[src/rtl/i2c_gpio_expander_n.sv]
// I2C slave GPIO port expander, oversampled on clk, with N byte-wide ports behind a register pointer.
// Optional change interrupt on irq_n is built when I2C_GPIO_IRQ_EN is defined.
`timescale 1ns/1ps
module i2c_gpio_expander_n #(
    parameter logic [6:0] SLAVE_ADDR = 7'h20,
    parameter int         N_PORTS    = 2,
    parameter int         FILTER_LEN = 3
) (
    input  logic                   clk,
    input  logic                   reset_n,
    input  logic                   scl_in,
    input  logic                   sda_in,
    output logic                   sda_oe,
    input  logic [8*N_PORTS-1:0]   gpio_in,
    output logic [8*N_PORTS-1:0]   gpio_out
`ifdef I2C_GPIO_IRQ_EN
    ,
    output logic                   irq_n
`endif
);

    localparam int R     = 2 * N_PORTS;
    localparam int PTR_W = $clog2(R);

    typedef enum logic [3:0] {
        IDLE, ADDR, ADDR_ACK, PTR, PTR_ACK, WDATA, WDATA_ACK, RDATA, RDATA_ACK, IGNORE
    } state_t;

    logic                  scl_p0, scl_p1, sda_p0, sda_p1;
    logic [FILTER_LEN-1:0] scl_sh, sda_sh;
    logic                  scl_f, sda_f, scl_d, sda_d;
    logic [8*N_PORTS-1:0]  gpio_p0, gpio_p1;
    logic                  scl_rise, scl_fall, start_det, stop_det;

    state_t                state;
    logic [2:0]            bit_cnt;
    logic [6:0]            shreg;
    logic                  rw;
    logic                  ack_pend;
    logic [PTR_W-1:0]      ptr;
    logic [8*N_PORTS-1:0]  snap;
    logic                  snap_take;
    logic [7:0]            byte_in;
    logic [7:0]            cur_byte;
    logic [7:0]            first_byte;

    function automatic logic [PTR_W-1:0] ptr_next(input logic [PTR_W-1:0] p);
        return (p == PTR_W'(R - 1)) ? '0 : p + PTR_W'(1);
    endfunction

    function automatic logic [7:0] reg_byte(input logic [PTR_W-1:0]     p,
                                            input logic [8*N_PORTS-1:0] outs,
                                            input logic [8*N_PORTS-1:0] ins);
        logic [7:0] r;
        r = 8'h00;
        for (int k = 0; k < N_PORTS; k++) begin
            if (p == PTR_W'(k))
                r = outs[8*k +: 8];
            if (p == PTR_W'(k + N_PORTS))
                r = ins[8*k +: 8];
        end
        return r;
    endfunction

    // Synchronise and glitch-filter the bus lines; the filtered level moves only on unanimous samples.
    always_ff @(posedge clk or negedge reset_n) begin
        if (!reset_n) begin
            scl_p0 <= 1'b1;
            scl_p1 <= 1'b1;
            sda_p0 <= 1'b1;
            sda_p1 <= 1'b1;
            scl_sh <= '1;
            sda_sh <= '1;
            scl_f  <= 1'b1;
            sda_f  <= 1'b1;
            scl_d  <= 1'b1;
            sda_d  <= 1'b1;
            gpio_p0 <= '0;
            gpio_p1 <= '0;
        end else begin
            scl_p0 <= scl_in;
            scl_p1 <= scl_p0;
            sda_p0 <= sda_in;
            sda_p1 <= sda_p0;
            scl_sh <= {scl_sh[FILTER_LEN-2:0], scl_p1};
            sda_sh <= {sda_sh[FILTER_LEN-2:0], sda_p1};
            if (&scl_sh)
                scl_f <= 1'b1;
            else if (~|scl_sh)
                scl_f <= 1'b0;
            if (&sda_sh)
                sda_f <= 1'b1;
            else if (~|sda_sh)
                sda_f <= 1'b0;
            scl_d  <= scl_f;
            sda_d  <= sda_f;
            gpio_p0 <= gpio_in;
            gpio_p1 <= gpio_p0;
        end
    end

    // Bus event strobes, one clk wide
    assign scl_rise  = scl_f & ~scl_d;
    assign scl_fall  = ~scl_f & scl_d;
    assign start_det = scl_f & scl_d & sda_d & ~sda_f;
    assign stop_det  = scl_f & scl_d & ~sda_d & sda_f;

    assign byte_in    = {shreg, sda_f};
    assign cur_byte   = reg_byte(ptr, gpio_out, snap);
    assign first_byte = reg_byte(ptr, gpio_out, gpio_p1);

    // Snapshot at the end of a read-address ack and at every master ack of a read byte
    assign snap_take = !start_det && !stop_det &&
                       (((state == ADDR_ACK) && scl_fall && !ack_pend && rw) ||
                        ((state == RDATA_ACK) && scl_rise && !sda_f));

    always_ff @(posedge clk or negedge reset_n) begin
        if (!reset_n)
            snap <= '0;
        else if (snap_take)
            snap <= gpio_p1;
    end

    always_ff @(posedge clk or negedge reset_n) begin
        if (!reset_n) begin
            state    <= IDLE;
            bit_cnt  <= 3'd7;
            shreg    <= '0;
            rw       <= 1'b0;
            ack_pend <= 1'b0;
            ptr      <= '0;
            sda_oe   <= 1'b0;
            gpio_out <= '0;
        end else if (start_det) begin
            state    <= ADDR;
            bit_cnt  <= 3'd7;
            ack_pend <= 1'b0;
            sda_oe   <= 1'b0;
        end else if (stop_det) begin
            state    <= IDLE;
            bit_cnt  <= 3'd7;
            ack_pend <= 1'b0;
            sda_oe   <= 1'b0;
        end else begin
            case (state)
                ADDR: begin
                    if (scl_rise) begin
                        shreg   <= byte_in[6:0];
                        bit_cnt <= bit_cnt - 3'd1;
                        if (bit_cnt == 3'd0) begin
                            rw <= sda_f;
                            if (shreg == SLAVE_ADDR) begin
                                state    <= ADDR_ACK;
                                ack_pend <= 1'b1;
                            end else begin
                                state <= IGNORE;
                            end
                        end
                    end
                end
                ADDR_ACK: begin
                    // First fall drives the ack bit, the second fall ends it
                    if (scl_fall) begin
                        if (ack_pend) begin
                            sda_oe   <= 1'b1;
                            ack_pend <= 1'b0;
                        end else begin
                            bit_cnt <= 3'd7;
                            if (rw) begin
                                state  <= RDATA;
                                sda_oe <= ~first_byte[7];
                            end else begin
                                state  <= PTR;
                                sda_oe <= 1'b0;
                            end
                        end
                    end
                end
                PTR: begin
                    if (scl_rise) begin
                        shreg   <= byte_in[6:0];
                        bit_cnt <= bit_cnt - 3'd1;
                        if (bit_cnt == 3'd0) begin
                            if (byte_in < 8'(R)) begin
                                ptr      <= byte_in[PTR_W-1:0];
                                state    <= PTR_ACK;
                                ack_pend <= 1'b1;
                            end else begin
                                state <= IGNORE;
                            end
                        end
                    end
                end
                WDATA: begin
                    if (scl_rise) begin
                        shreg   <= byte_in[6:0];
                        bit_cnt <= bit_cnt - 3'd1;
                        if (bit_cnt == 3'd0) begin
                            for (int k = 0; k < N_PORTS; k++) begin
                                if (ptr == PTR_W'(k))
                                    gpio_out[8*k +: 8] <= byte_in;
                            end
                            ptr      <= ptr_next(ptr);
                            state    <= WDATA_ACK;
                            ack_pend <= 1'b1;
                        end
                    end
                end
                PTR_ACK, WDATA_ACK: begin
                    if (scl_fall) begin
                        if (ack_pend) begin
                            sda_oe   <= 1'b1;
                            ack_pend <= 1'b0;
                        end else begin
                            sda_oe  <= 1'b0;
                            bit_cnt <= 3'd7;
                            state   <= WDATA;
                        end
                    end
                end
                RDATA: begin
                    if (scl_rise) begin
                        bit_cnt <= bit_cnt - 3'd1;
                        if (bit_cnt == 3'd0)
                            state <= RDATA_ACK;
                    end else if (scl_fall) begin
                        sda_oe <= ~cur_byte[bit_cnt];
                    end
                end
                RDATA_ACK: begin
                    if (scl_fall) begin
                        sda_oe <= 1'b0;
                    end else if (scl_rise) begin
                        if (!sda_f) begin
                            ptr     <= ptr_next(ptr);
                            bit_cnt <= 3'd7;
                            state   <= RDATA;
                        end else begin
                            state <= IGNORE;
                        end
                    end
                end
                IDLE, IGNORE: begin
                    sda_oe <= 1'b0;
                end
                default: begin
                    state  <= IDLE;
                    sda_oe <= 1'b0;
                end
            endcase
        end
    end

`ifdef I2C_GPIO_IRQ_EN
    // A snapshot clears the request for one clk; a lingering difference re-raises it
    always_ff @(posedge clk or negedge reset_n) begin
        if (!reset_n)
            irq_n <= 1'b1;
        else if (snap_take)
            irq_n <= 1'b1;
        else
            irq_n <= ~(|(gpio_p1 ^ snap));
    end
`endif

endmodule

[config.mk]
export PLATFORM = sky130hd
export DESIGN_NAME = i2c_gpio_expander_n
export DESIGN_NICKNAME = d
export VERILOG_FILES = /design/src/rtl/i2c_gpio_expander_n.sv
export SDC_FILE = /design/constraint.sdc
export NUM_CORES = 1
export LEC_CHECK = 0
export BUFFER_PORTS_ARGS = -buffer_cell sky130_fd_sc_hd__buf_2
export CORE_ASPECT_RATIO = 1.75
export CORE_UTILIZATION = 36
export DETAILED_ROUTE_END_ITERATION = 7
export GPL_TIMING_DRIVEN = 0
export HOLD_SLACK_MARGIN = 0.02
export PLACE_DENSITY = 0.63
export SLEW_MARGIN = 20
export SYNTH_ARGS = -nofsm -noshare
export SYNTH_HDL_FRONTEND = slang
export SYNTH_SLANG_ARGS = --single-unit
export TNS_END_PERCENT = 1
[constraint.sdc]
create_clock -name clk -period 7.9 [get_ports clk]
set_clock_uncertainty 0.05 [all_clocks]
set_input_delay 1.185 -clock clk [delete_from_list [all_inputs] [get_ports clk]]
set_output_delay 1.185 -clock clk [all_outputs]
set_load 0.03 [all_outputs]
==> tab_implementation.tex, run 1 <==
\begin{tabular}{lr}
\hline
Metric & Value \\
\hline
\multicolumn{2}{l}{\textbf{Global routing}} \\
\quad Wire length of the first global-routing pass & 15800 um \\
\quad Number of antenna violations at the first check in global routing & 0 \\
\quad GR Overflow Total & 0 \\
\quad Global router's overall resource usage & 16.9\% \\
\quad Number of global-route vias before repair & 3094 \\
\quad Maximum number of pins on one net before global-route repair & 74 \\
\multicolumn{2}{l}{\textbf{STA}} \\
\quad Peak Freq & 0.335 GHz \\
\quad Final max-slew violation count & 0 \\
\quad Slew at the pin with the worst max-slew slack & 0.921 ns \\
\quad Final hold violations & 0 \\
\quad Final count of negative-setup-slack endpoints & 0 \\
\quad Final worst-path cycle share & about 38\% \\
\quad Max-slew headroom & 37.9\% \\
\quad Sum Neg Setup Slack & 0 ns \\
\quad Clock period minus worst slack & 2.99 ns \\
\quad Unrepaired setup endpoints after global routing & no \\
\multicolumn{2}{l}{\textbf{Routing}} \\
\quad DR vias/cell & between 5 and 6 \\
\quad Post-Route WL & 9680 um \\
\quad Residual antenna-violating net count after detailed routing & 0 \\
\quad Via count of the routed design & 2957 \\
\quad Total iterations of the first detailed-routing run & 4 \\
\quad Post-detailed-route DRC marker count & 0 \\
\quad Routed WL per cell & between 15 and 20 um \\
\quad Drt first-iter violations & 150 \\
\multicolumn{2}{l}{\textbf{Yosys}} \\
\quad Synth Instances & 345 \\
\quad Count of yosys warnings during synthesis & 0 \\
\quad Flip-flop cell with the highest count after synthesis & sky130\_fd\_sc\_hd\_\_dfrtp\_1 \\
\quad Number of enable-type register cells in the synthesized netlist & 0 \\
\quad Flip-flop and latch count after synthesis & 97 \\
\quad Synth Cell Area & 0.00420 mm2 \\
\quad Post-synthesis average cell area & 12.2 um2 \\
\quad Fraction of synthesis flops using an asynchronous set or reset pin & 100\% \\
\quad Register area share after synthesis & 58.3\% \\
\quad Post-synth net total & 371 \\
\quad Count of distinct cell types in the synthesized netlist & 57 \\
\multicolumn{2}{l}{\textbf{Status}} \\
\quad Run status & finished, final reports clean \\
\multicolumn{2}{l}{\textbf{Placement}} \\
\quad RePlAce Congestion & 0.877 \\
\quad HPWL after DPL & 7100 um \\
\quad Count of input and output buffers & 36 \\
\multicolumn{2}{l}{\textbf{Cells and area}} \\
\quad Filler cell count in the final layout & 1083 \\
\quad Total inserted antenna cells & 0 \\
\quad Area of combinational cells with multiple inputs & 0.00161 mm2 \\
\quad Register area & around 0.0024 mm2 \\
\quad Layout net count & 419 \\
\quad Fraction of layout instances using a drive strength above 1 & approximately 32\% \\
\quad Growth of design area from synthesis to finish & 17.0\% \\
\quad Most common library cell in the layout ignoring fill and taps & sky130\_fd\_sc\_hd\_\_dfrtp\_1 \\
\quad Commonest cells after routing, fill and taps aside & sky130\_fd\_sc\_hd\_\_dfrtp\_1 (80), sky130\_fd\_sc\_hd\_\_buf\_2 (44), sky130\_fd\_sc\_hd\_\_mux2\_2 (38) \\
\multicolumn{2}{l}{\textbf{Power}} \\
\quad Clock network fraction of total power & roughly 29\% \\
\quad Maximum vdd drop & 160 uV \\
\quad Share of power burned in registers & 40.0\% \\
\quad Sw Pwr & 0.576 mW \\
\quad Switching share of power & 34.6\% \\
\quad Power, Total & 1.66 mW \\
\quad Static leakage & 2.22 nW \\
\quad Gate power share & 30.9\% \\
\quad Cell internal pwr & 1.09 mW \\
\quad Ratio of total power to cell area & 339 mW/mm2 \\
\multicolumn{2}{l}{\textbf{Die}} \\
\quad Area of the placeable core & 0.0112 mm2 \\
\quad Area enclosed by the die boundary & 0.0121 mm2 \\
\quad Count of boundary I/O pins & 37 \\
\quad Effective utilization at floorplan & 37.4\% \\
\quad Die Span X & around 84 um \\
\quad Number of standard-cell rows in the floorplan & 51 \\
\quad Vertical die dimension & 145 um \\
\multicolumn{2}{l}{\textbf{Min path}} \\
\quad Hold path start & gpio\_p0[15] \\
\quad Path class of the lowest-slack min-delay path & reg2reg \\
\multicolumn{2}{l}{\textbf{Clock tree}} \\
\quad Clk root buf & sky130\_fd\_sc\_hd\_\_clkbuf\_16 \\
\quad Clock transition at the registers of the reported paths & roughly 0.070 ns \\
\quad Clock latency reported for the late side of the worst-skew pair & 0.35 ns \\
\quad Number of setup buffers added after CTS & 0 \\
\quad CTS resizes & 0 \\
\quad Largest buffer count on any clock path & 2 \\
\quad Clock Sink Count & between 90 and 100 \\
\quad CTS HTree Levels & 3 \\
\quad Number of hold-repair buffers added at the cts stage & 0 \\
\quad Clock buffers created by TritonCTS & 9 \\
\quad CTS tree & done \\
\multicolumn{2}{l}{\textbf{Setup path}} \\
\quad Worst Setup Path Type & reg2reg \\
\quad Type of origin of the critical path & register \\
\quad Crit Path Max Fanout & 10 \\
\quad Critical path arrival & 3.17 ns \\
\quad Worst EP required & 8.08 ns \\
\quad Worst R2R Setup Slack & 4.91 ns \\
\quad CP Capture Type & register \\
\quad Worst flop-to-flop path startpoint & bit\_cnt[0] \\
\quad Launch point of the worst path & bit\_cnt[0] \\
\multicolumn{2}{l}{\textbf{Job}} \\
\quad Max-cap viol count & 0 \\
\hline
\end{tabular}
-- path summary, 6_finish.rpt --
path / to / cells after the start
worst max-delay path: state[3] / 9
worst min-delay path: gpio_p1[15] / 0
worst max register to register: state[3] / 9
worst min register to register: gpio_p1[15] / 0
max in group asynchronous: bit_cnt[2] / 2
min in group asynchronous: gpio_out[10] / 1
-- worst max-delay path: stages (launching register included) --
cell and delay, ns:
sky130_fd_sc_hd__dfstp_2 0.52, sky130_fd_sc_hd__buf_2 0.21, sky130_fd_sc_hd__clkbuf_1 0.39, sky130_fd_sc_hd__inv_1 0.12, sky130_fd_sc_hd__ha_1 0.21, sky130_fd_sc_hd__nor2b_1 0.17
sky130_fd_sc_hd__nand4b_1 0.19, sky130_fd_sc_hd__a32o_1 0.29, sky130_fd_sc_hd__a21oi_2 0.35, sky130_fd_sc_hd__mux2_2 0.38
-- cells by family after synthesis --
| logic type | count (synthesis) | share of synthesized area [%] |
|---|---|---|
| flip-flops | 97 | 58.3 |
| AO/OA/AOI/OAI | 73 | 11.9 |
| buffers and inverters | 31 | 3.39 |
| multiplexers | 48 | 12.7 |
| XOR/XNOR | 2 | 0.417 |
| AND/OR/NAND/NOR | 88 | 11.6 |
| adder cells (fa/ha/maj) | 6 | 1.79 |
-- cell type report --
type | count | share of cell area, %
Multi-Input combinational cell | 217 | 32.8
Inverter | 13 | 0.993
Clock inverter | 6 | 1.96
Buffer | 18 | 1.91
Timing Repair Buffer | 37 | 4.35
Clock buffer | 10 | 4.86
Tap cell | 132 | 3.36
Sequential cell | 97 | 49.8
-- synthesized netlist by cell type, drive strengths merged, types with 2 or more instances --
library cell | instances | area [um2]
a221o | 2 | 20.0
dfrtp | 80 | 2000
nor4 | 2 | 12.5
nand2b | 3 | 18.8
o22ai | 3 | 18.8
o311ai | 2 | 17.5
a21oi | 17 | 88.8
nand3b | 7 | 52.6
o31ai | 2 | 15.0
nand2 | 22 | 82.6
dfstp | 17 | 447
a211oi | 2 | 15.0
a32o | 2 | 20.0
nor3b | 4 | 30.0
a32oi | 3 | 26.3
inv | 13 | 48.8
a31oi | 4 | 25.0
a41oi | 2 | 17.5
nand3 | 9 | 57.6
o211ai | 2 | 15.0
o21ai | 19 | 95.1
buf | 14 | 78.8
nor2 | 18 | 80.1
nor3 | 8 | 40.0
or3 | 3 | 18.8
a221oi | 6 | 58.8
nor2b | 6 | 40.0
ha | 6 | 75.1
mux2i | 6 | 60.1
clkbuf | 4 | 15.0
mux2 | 42 | 473
-- stage by stage --
stage	instance area, um2	utilization (%)	setup slack, ns	std cells	hold WS [ns]
after floorplan	4200	-	5.36	345	0.281
after global placement	4550	40.5	4.74	513	0.281
after detailed placement	4580	40.8	4.94	514	0.286
after CTS	4920	43.8	4.91	530	0.301
after global routing	4920	43.8	4.77	530	0.303
final	4920	43.8	4.91	530	0.297
-- sequential cells by signal (all words and copies together), names as in the netlist, 2 cells and up --
register / cells
shreg: 7
gpio_p0: 16
gpio_p1: 16
state: 4
gpio_out: 16
bit_cnt: 3
ptr: 2
scl_sh: 3
snap: 16
sda_sh: 3
-- layer usage --
metal | wire (um) | vias up | global-route usage [%] | share of wire (%)
li1 | - | 1353 | - | -
met3 | 223 | 36 | 3.01 | 2.3
met1 | 3690 | 1494 | 17.7 | 38
met4 | 636 | 0 | 12.8 | 6.6
met2 | 5130 | 74 | 29.3 | 53
met5 | 0 | - | 0 | 0
-- power by group through the flow --
stage | combinational (mW) | sequential, mW | clock, mW
4_1_cts | 0.512 | 0.664 | 0.494
2_1_floorplan | 0.385 | 0.642 | 0
3_5_place_dp | 0.508 | 0.672 | 0
5_1_grt | 0.564 | 0.675 | 0.516
6_report | 0.514 | 0.665 | 0.485
3_3_place_gp | 0.503 | 0.668 | 0
No activity file was read; power rests on OpenSTA's default activity.
==> inputs of run 2 (changes only) <==
==> constraint.sdc (replaced) <==
create_clock -name clk -period 3.1 [get_ports clk]
set_clock_uncertainty 0.05 [all_clocks]
set_input_delay 0.465 -clock clk [delete_from_list [all_inputs] [get_ports clk]]
set_output_delay 0.465 -clock clk [all_outputs]
set_load 0.03 [all_outputs]
==> run 2 against run 1 <==
Compared with the run above:
- die area unchanged
- largest cell class unchanged
- sequential share of layout area decreased by 0.063 points
- worst setup slack got worse by 4.5 ns
- register-to-register slack got worse by 4.5 ns
- final cell count unchanged
- highest routed layer unchanged
- power increased to 2.5 times the previous value
- clock power increased to 2.6 times the previous value
==> tab_implementation.tex, run 2 (same netlist as run 1, synthesis figures left out) <==
\begin{tabular}{lr}
\hline
Metric & Value \\
\hline
\multicolumn{2}{l}{\textbf{Power}} \\
\quad Static leakage & 2.22 nW \\
\quad Sw Pwr & $\sim$1.5 mW \\
\quad Maximum vdd drop & 398 uV \\
\quad Gate power share & 30.8\% \\
\quad Clock network fraction of total power & 29.2\% \\
\quad Share of power burned in registers & 40.0\% \\
\quad Switching share of power & about 34\% \\
\quad Ratio of total power to cell area & between 800 and 900 mW/mm2 \\
\quad Cell internal pwr & 2.77 mW \\
\multicolumn{2}{l}{\textbf{Clock tree}} \\
\quad CTS tree & done \\
\quad Clk root buf & sky130\_fd\_sc\_hd\_\_clkbuf\_16 \\
\quad Number of setup buffers added after CTS & 0 \\
\quad CTS HTree Levels & 3 \\
\quad Largest buffer count on any clock path & 2 \\
\quad Clock buffers created by TritonCTS & 9 \\
\quad CTS resizes & 0 \\
\quad Clock transition at the registers of the reported paths & $\sim$0.07 ns \\
\quad Clock Sink Count & 97 \\
\quad Clock latency reported for the late side of the worst-skew pair & 0.35 ns \\
\multicolumn{2}{l}{\textbf{Cells and area}} \\
\quad Fraction of layout instances using a drive strength above 1 & 32.2\% \\
\quad Commonest cells after routing, fill and taps aside & sky130\_fd\_sc\_hd\_\_dfrtp\_1 (80), sky130\_fd\_sc\_hd\_\_buf\_2 (44), sky130\_fd\_sc\_hd\_\_mux2\_2 (38) \\
\quad Final core utilization & 43.8\% \\
\quad Total inserted antenna cells & 0 \\
\quad Growth of design area from synthesis to finish & 17.2\% \\
\quad Most common library cell in the layout ignoring fill and taps & sky130\_fd\_sc\_hd\_\_dfrtp\_1 \\
\quad Final Instance Area & 0.00492 mm2 \\
\quad Layout net count & roughly 420 \\
\multicolumn{2}{l}{\textbf{Placement}} \\
\quad RePlAce Congestion & 0.877 \\
\quad Place WS & 0.142 ns \\
\quad Post-DP Area & 0.00458 mm2 \\
\quad HPWL after DPL & 7100 um \\
\quad Count of input and output buffers & 36 \\
\multicolumn{2}{l}{\textbf{STA}} \\
\quad Setup WS post-layout & 0.423 ns \\
\quad Final max-slew violation count & 0 \\
\quad Clock period minus worst slack & approximately 2.7 ns \\
\quad Max-slew headroom & 38.7\% \\
\quad Peak Freq & 0.374 GHz \\
\quad Final worst-path cycle share & 86.3\% \\
\quad Sum Neg Setup Slack & 0 ns \\
\quad Final count of negative-setup-slack endpoints & 0 \\
\quad Slew at the pin with the worst max-slew slack & 0.910 ns \\
\quad Final hold violations & 0 \\
\quad Unrepaired setup endpoints after global routing & no \\
\multicolumn{2}{l}{\textbf{Routing}} \\
\quad Residual antenna-violating net count after detailed routing & 0 \\
\quad Drt first-iter violations & 172 \\
\quad Routed WL per cell & about 18 um \\
\quad DR vias/cell & 5.52 \\
\quad Post-Route WL & roughly 9600 um \\
\quad Total iterations of the first detailed-routing run & 4 \\
\quad Via count of the routed design & 2925 \\
\quad Post-detailed-route DRC marker count & 0 \\
\multicolumn{2}{l}{\textbf{Die}} \\
\quad Area enclosed by the die boundary & 0.0121 mm2 \\
\quad Count of boundary I/O pins & 37 \\
\quad Area of the placeable core & roughly 0.011 mm2 \\
\quad Number of standard-cell rows in the floorplan & 51 \\
\quad Vertical die dimension & 145 um \\
\quad Die Span X & 83.7 um \\
\quad Effective utilization at floorplan & $\sim$37\% \\
\multicolumn{2}{l}{\textbf{Global routing}} \\
\quad Maximum number of pins on one net before global-route repair & 74 \\
\quad Number of antenna violations at the first check in global routing & 0 \\
\quad Number of global-route vias before repair & 3107 \\
\quad Wire length of the first global-routing pass & $\sim$16000 um \\
\quad GR Overflow Total & 0 \\
\quad Global router's overall resource usage & roughly 17\% \\
\multicolumn{2}{l}{\textbf{Setup path}} \\
\quad Critical path arrival & 2.86 ns \\
\quad Crit Path Max Fanout & 15 \\
\quad Type of origin of the critical path & register \\
\quad CP Capture Type & register \\
\quad Worst EP required & 3.28 ns \\
\quad Worst Setup Path Type & reg2reg \\
\multicolumn{2}{l}{\textbf{Job}} \\
\quad Max-cap viol count & 0 \\
\multicolumn{2}{l}{\textbf{Status}} \\
\quad Run status & finished, final reports clean \\
\multicolumn{2}{l}{\textbf{Min path}} \\
\quad Path class of the lowest-slack min-delay path & in2reg \\
\hline
\end{tabular}
[run 2: area by class of cell]
class	count	area [um2]
Buffer	17	90.1
Sequential cell	97	2450
Clock buffer	10	239
Timing Repair Buffer	38	224
Clock inverter	6	96.3
Inverter	13	48.8
Multi-Input combinational cell	217	1610
Tap cell	132	165
Fill cell	1084	6310
[run 2: what timing repair did]
action	4_1_cts	5_1_grt
setup endpoints to repair	0	1
endpoints found under the hold margin	10	0
hold buffers	1	0
[run 2: final timing paths]
kind	depth (start not counted)	slack [ns]	to	startpoint
worst max-delay path	8	0.42	state[3]	bit_cnt[0]
worst min-delay path	1	0.16	sda_p0	sda_in
worst max register to register	8	0.42	state[3]	bit_cnt[0]
worst min register to register	0	0.30	gpio_p1[15]	gpio_p0[15]
max in group asynchronous	3	1.86	bit_cnt[2]	reset_n
min in group asynchronous	2	0.48	gpio_out[10]	reset_n
[run 2: power by group through the flow]
| stage | combinational (mW) | sequential (mW) | clock, mW |
|---|---|---|---|
| floorplan | 0.981 | 1.64 | 0 |
| detailed placement | 1.29 | 1.71 | 0 |
| CTS | 1.31 | 1.69 | 1.26 |
| global placement | 1.28 | 1.70 | 0 |
| finish | 1.30 | 1.69 | 1.24 |
| global route | 1.44 | 1.72 | 1.31 |
[run 2: layer usage]
metal	up-vias	share of wire, %	track usage [%]
li1	1349	-	-
met1	1469	38	17.7
met2	75	53	29.3
met3	32	2.7	3.07
met4	0	6.1	12.9
met5	-	0	0
[run 2: per-stage QoR]
stage	power, mW	hold WS (ns)	cells
2_1_floorplan	2.62	0.119	345
3_3_place_gp	2.98	0.281	513
3_5_place_dp	3.01	0.286	514
4_1_cts	4.26	0.155	531
5_1_grt	4.47	0.155	530
6_report	4.23	0.162	530
[run 2: critical path: stages, from the launching register on]
cell and delay, ns:
sky130_fd_sc_hd__dfstp_2 0.52, sky130_fd_sc_hd__buf_2 0.30, sky130_fd_sc_hd__inv_1 0.11, sky130_fd_sc_hd__ha_1 0.20, sky130_fd_sc_hd__nor2b_1 0.18, sky130_fd_sc_hd__nand4b_1 0.19
sky130_fd_sc_hd__a32o_1 0.29, sky130_fd_sc_hd__a21oi_2 0.35, sky130_fd_sc_hd__mux2_2 0.38
==> inputs of run 3 (changes only) <==
--- a/config.mk
+++ b/config.mk
@@ -5,6 +5,7 @@
 export SDC_FILE = /design/constraint.sdc
 export NUM_CORES = 1
 export LEC_CHECK = 0
+export ABC_AREA = 1
 export BUFFER_PORTS_ARGS = -buffer_cell sky130_fd_sc_hd__buf_2
 export CORE_ASPECT_RATIO = 1.75
 export CORE_UTILIZATION = 36
==> run 3 against run 2 <==
Compared with the run above:
- combinational power down 3%
- hold slack better by 0.0044 ns
- core utilization down 0.58 points
- register-to-register slack better by 0.48 ns
- largest cell class unchanged
- synthesized cell count up 34%
- final area down 1.9%
- clock power down 14%
- critical path depth up 2
- critical endpoint is now gpio_out[7]
- routed wire length down 4.7%
- power down 7.0%
==> tab_implementation.tex, run 3 <==
\begin{tabular}{lr}
\hline
Metric & Value \\
\hline
\multicolumn{2}{l}{\textbf{Status}} \\
\quad Run status & finished, final reports clean \\
\multicolumn{2}{l}{\textbf{Global routing}} \\
\quad GR Overflow Total & 0 \\
\quad Wire length of the first global-routing pass & about 16000 um \\
\quad Maximum number of pins on one net before global-route repair & 79 \\
\quad Number of global-route vias before repair & about 3400 \\
\quad Number of antenna violations at the first check in global routing & 0 \\
\quad Global router's overall resource usage & 17.0\% \\
\multicolumn{2}{l}{\textbf{STA}} \\
\quad Final count of negative-setup-slack endpoints & 0 \\
\quad Final max-slew violation count & 0 \\
\quad Final worst-path cycle share & between 70\% and 80\% \\
\quad Peak Freq & between 0.4 and 0.5 GHz \\
\quad Final hold violations & 0 \\
\quad Sum Neg Setup Slack & 0 ns \\
\quad Unrepaired setup endpoints after global routing & no \\
\quad Clock period minus worst slack & 2.20 ns \\
\quad Slew at the pin with the worst max-slew slack & 0.464 ns \\
\quad Max-slew headroom & slightly below 70\% \\
\multicolumn{2}{l}{\textbf{Min path}} \\
\quad Path class of the lowest-slack min-delay path & in2reg \\
\quad Hold path start & scl\_in \\
\quad Endpoint, Worst Hold & scl\_p0 \\
\quad Worst hold path depth & 1 \\
\multicolumn{2}{l}{\textbf{Yosys}} \\
\quad Count of yosys warnings during synthesis & 0 \\
\quad Synth top area share & roughly 48\% \\
\quad Flip-flop and latch count after synthesis & 97 \\
\quad Number of enable-type register cells in the synthesized netlist & 0 \\
\quad Most used standard cells in the synthesized netlist & sky130\_fd\_sc\_hd\_\_nand2\_1 (122), sky130\_fd\_sc\_hd\_\_dfrtp\_1 (80), sky130\_fd\_sc\_hd\_\_inv\_1 (52) \\
\quad Synth Instances & 461 \\
\quad Leading cell types by total area after synthesis & sky130\_fd\_sc\_hd\_\_dfrtp\_1 (48\%), sky130\_fd\_sc\_hd\_\_nand2\_1 (11\%), sky130\_fd\_sc\_hd\_\_dfstp\_2 (11\%) \\
\quad Largest area contributor in the synthesized netlist & sky130\_fd\_sc\_hd\_\_dfrtp\_1 \\
\quad Post-synthesis average cell area & 9.00 um2 \\
\quad Post-synth net total & 487 \\
\quad Flip-flop cell with the highest count after synthesis & sky130\_fd\_sc\_hd\_\_dfrtp\_1 \\
\quad Register area share after synthesis & 59.0\% \\
\quad Synth Cell Area & 0.00415 mm2 \\
\quad Fraction of synthesis flops using an asynchronous set or reset pin & 100\% \\
\quad Most numerous cell in the Yosys netlist & sky130\_fd\_sc\_hd\_\_nand2\_1 \\
\quad Count of distinct cell types in the synthesized netlist & 27 \\
\multicolumn{2}{l}{\textbf{Power}} \\
\quad Maximum vdd drop & 441 uV \\
\quad Ratio of total power to cell area & 815 mW/mm2 \\
\quad Switching share of power & a little under two fifths \\
\quad Sw Pwr & $\sim$1.5 mW \\
\quad Static leakage & between 2 and 2.5 nW \\
\quad Gate power share & between 30\% and 40\% \\
\quad Cell internal pwr & roughly 2.5 mW \\
\quad Share of power burned in registers & between 40\% and 50\% \\
\quad Clock network fraction of total power & 27.3\% \\
\multicolumn{2}{l}{\textbf{Setup path}} \\
\quad Worst flop-to-flop path startpoint & bit\_cnt[0] \\
\quad Number of gates on the worst path with buffers counted & 10 \\
\quad Critical-path cell list & buf\_2 > inv\_1 > ha\_1 > inv\_1 > nor2\_1 > inv\_1 > nor2\_4 > nand3\_2 > clkbuf\_1 > o21ai\_0 \\
\quad Worst EP required & 3.25 ns \\
\quad Worst R2R Setup Slack & about 0.9 ns \\
\quad Kind of cell with the highest combined delay on the critical path & buffers and inverters \\
\quad Crit-path slowest cell & sky130\_fd\_sc\_hd\_\_dfstp\_2 \\
\quad CP Capture Type & register \\
\quad Crit Path Max Fanout & 10 \\
\quad Most used cell along the critical path & sky130\_fd\_sc\_hd\_\_inv\_1 \\
\quad Crit path buffers/inverters & 5 \\
\quad Critical path arrival & roughly 2.4 ns \\
\quad Max incr delay on CP & 0.51 ns \\
\quad Worst Setup Path Type & reg2reg \\
\quad Depth of the most critical reg-to-reg path & 10 \\
\quad R2r endpoint & gpio\_out[7] \\
\quad Type of origin of the critical path & register \\
\multicolumn{2}{l}{\textbf{Routing}} \\
\quad Drt first-iter violations & about 190 \\
\quad DR vias/cell & between 4 and 5 \\
\quad Via count of the routed design & 3190 \\
\quad Post-Route WL & approximately 9000 um \\
\quad Residual antenna-violating net count after detailed routing & 0 \\
\quad Total iterations of the first detailed-routing run & 4 \\
\quad Routed WL per cell & around 14 um \\
\quad Post-detailed-route DRC marker count & 0 \\
\multicolumn{2}{l}{\textbf{Cells and area}} \\
\quad Most common library cell in the layout ignoring fill and taps & sky130\_fd\_sc\_hd\_\_nand2\_1 \\
\quad Fraction of layout instances using a drive strength above 1 & between 10\% and 20\% \\
\quad Growth of design area from synthesis to finish & 16.4\% \\
\quad Final core utilization & 43.2\% \\
\quad Total inserted antenna cells & 0 \\
\quad Layout net count & $\sim$540 \\
\quad Commonest cells after routing, fill and taps aside & sky130\_fd\_sc\_hd\_\_nand2\_1 (122), sky130\_fd\_sc\_hd\_\_dfrtp\_1 (80), sky130\_fd\_sc\_hd\_\_inv\_1 (52) \\
\multicolumn{2}{l}{\textbf{Placement}} \\
\quad RePlAce Congestion & between 0.8 and 0.9 \\
\quad Count of input and output buffers & 36 \\
\quad HPWL after DPL & 6880 um \\
\multicolumn{2}{l}{\textbf{Job}} \\
\quad Max-cap viol count & 0 \\
\multicolumn{2}{l}{\textbf{Clock tree}} \\
\quad Largest buffer count on any clock path & 2 \\
\quad Clock buffers created by TritonCTS & 9 \\
\quad CTS resizes & 0 \\
\quad Clock Sink Count & 97 \\
\quad CTS HTree Levels & 3 \\
\quad Clock transition at the registers of the reported paths & about 0.07 ns \\
\quad Number of hold-repair buffers added at the cts stage & 1 \\
\quad CTS tree & done \\
\quad Clk root buf & sky130\_fd\_sc\_hd\_\_clkbuf\_16 \\
\quad Number of setup buffers added after CTS & 0 \\
\quad Clock latency reported for the late side of the worst-skew pair & 0.34 ns \\
\multicolumn{2}{l}{\textbf{Die}} \\
\quad Count of boundary I/O pins & 37 \\
\quad Effective utilization at floorplan & 37.1\% \\
\quad Number of standard-cell rows in the floorplan & 51 \\
\quad Die Span X & 83.1 um \\
\quad Area of the placeable core & 0.0112 mm2 \\
\quad Area enclosed by the die boundary & approximately 0.012 mm2 \\
\quad Vertical die dimension & between 100 and 150 um \\
\hline
\end{tabular}
==> run 3: changes by cell type after synthesis, sizes merged, moves of 7 or more <==
cell / before / now
o21ai: 19 / 57
mux2: 42 / 0
nand2: 22 / 125
nand3b: 7 / 0
inv: 13 / 61
nand3: 9 / 34
buf: 14 / 7
nor2: 18 / 25
==> run 3: area by class of cell <==
class,count,area (um2)
Tap cell,132,165
Fill cell,1078,6340
Buffer,11,55.1
Clock buffer,10,229
Inverter,61,229
Sequential cell,97,2450
Multi-Input combinational cell,292,1420
Clock inverter,6,63.8
Timing Repair Buffer,38,224
==> run 3: kinds of logic (layout without fill, tap and decap cells) <==
family,after synthesis,after routing,share of synthesized area (%)
AOI/OAI and AO/OA,84,84,10.5
xor gates and xnor gates,1,1,0.211
adders and majority gates,6,6,1.81
DFF,97,97,59.0
and+or+nand+nor,201,201,21.6
buffers and inverters,72,126,6.85
==> run 3: power by group through the flow <==
stage	logic (mW)	clock network [mW]	registers [mW]
global placement	1.23	0	1.62
CTS	1.27	1.11	1.60
global route	1.45	1.15	1.63
floorplan	0.942	0	1.59
detailed placement	1.27	0	1.62
finish	1.26	1.07	1.60
==> run 3: how the worst max path moves through the flow <==
stage               start           to  slack, ns
3_5_place_dp   bit_cnt[0]  gpio_out[3]       0.90
5_1_grt        bit_cnt[0]  gpio_out[3]       0.67
4_1_cts        bit_cnt[0]  gpio_out[3]       0.87
2_1_floorplan  bit_cnt[0]     ack_pend       1.28
6_report       bit_cnt[0]  gpio_out[7]       0.90
3_3_place_gp      reset_n     state[0]       0.67
==> run 3: layer usage <==
metal / wire (um) / vias to the layer above / track usage [%]
li1: - / 1572 / -
met1: 3800 / 1517 / 19.9
met2: 4770 / 74 / 29.9
met3: 279 / 27 / 2.85
met4: 342 / 0 / 8.98
met5: 0 / - / 0
==> run 3: worst reg2reg max path: stages, from the launching register on <==
cell,delay [ns]
sky130_fd_sc_hd__dfstp_2,0.51
sky130_fd_sc_hd__buf_2,0.19
sky130_fd_sc_hd__inv_1,0.17
sky130_fd_sc_hd__ha_1,0.23
sky130_fd_sc_hd__inv_1,0.05
sky130_fd_sc_hd__nor2_1,0.05
sky130_fd_sc_hd__inv_1,0.12
sky130_fd_sc_hd__nor2_4,0.06
sky130_fd_sc_hd__nand3_2,0.13
sky130_fd_sc_hd__clkbuf_1,0.34
sky130_fd_sc_hd__o21ai_0,0.15
==> run 3: metrics by stage <==
stage	hold slack [ns]	worst slack [ns]	power, mW	std cells	instance area [um2]
floorplan	0.119	1.28	2.53	461	4150
global placement	0.282	0.669	2.85	629	4490
detailed placement	0.269	0.899	2.89	630	4530
CTS	0.154	0.873	3.98	647	4830
global route	0.155	0.673	4.23	647	4830
finish	0.167	0.905	3.94	647	4830
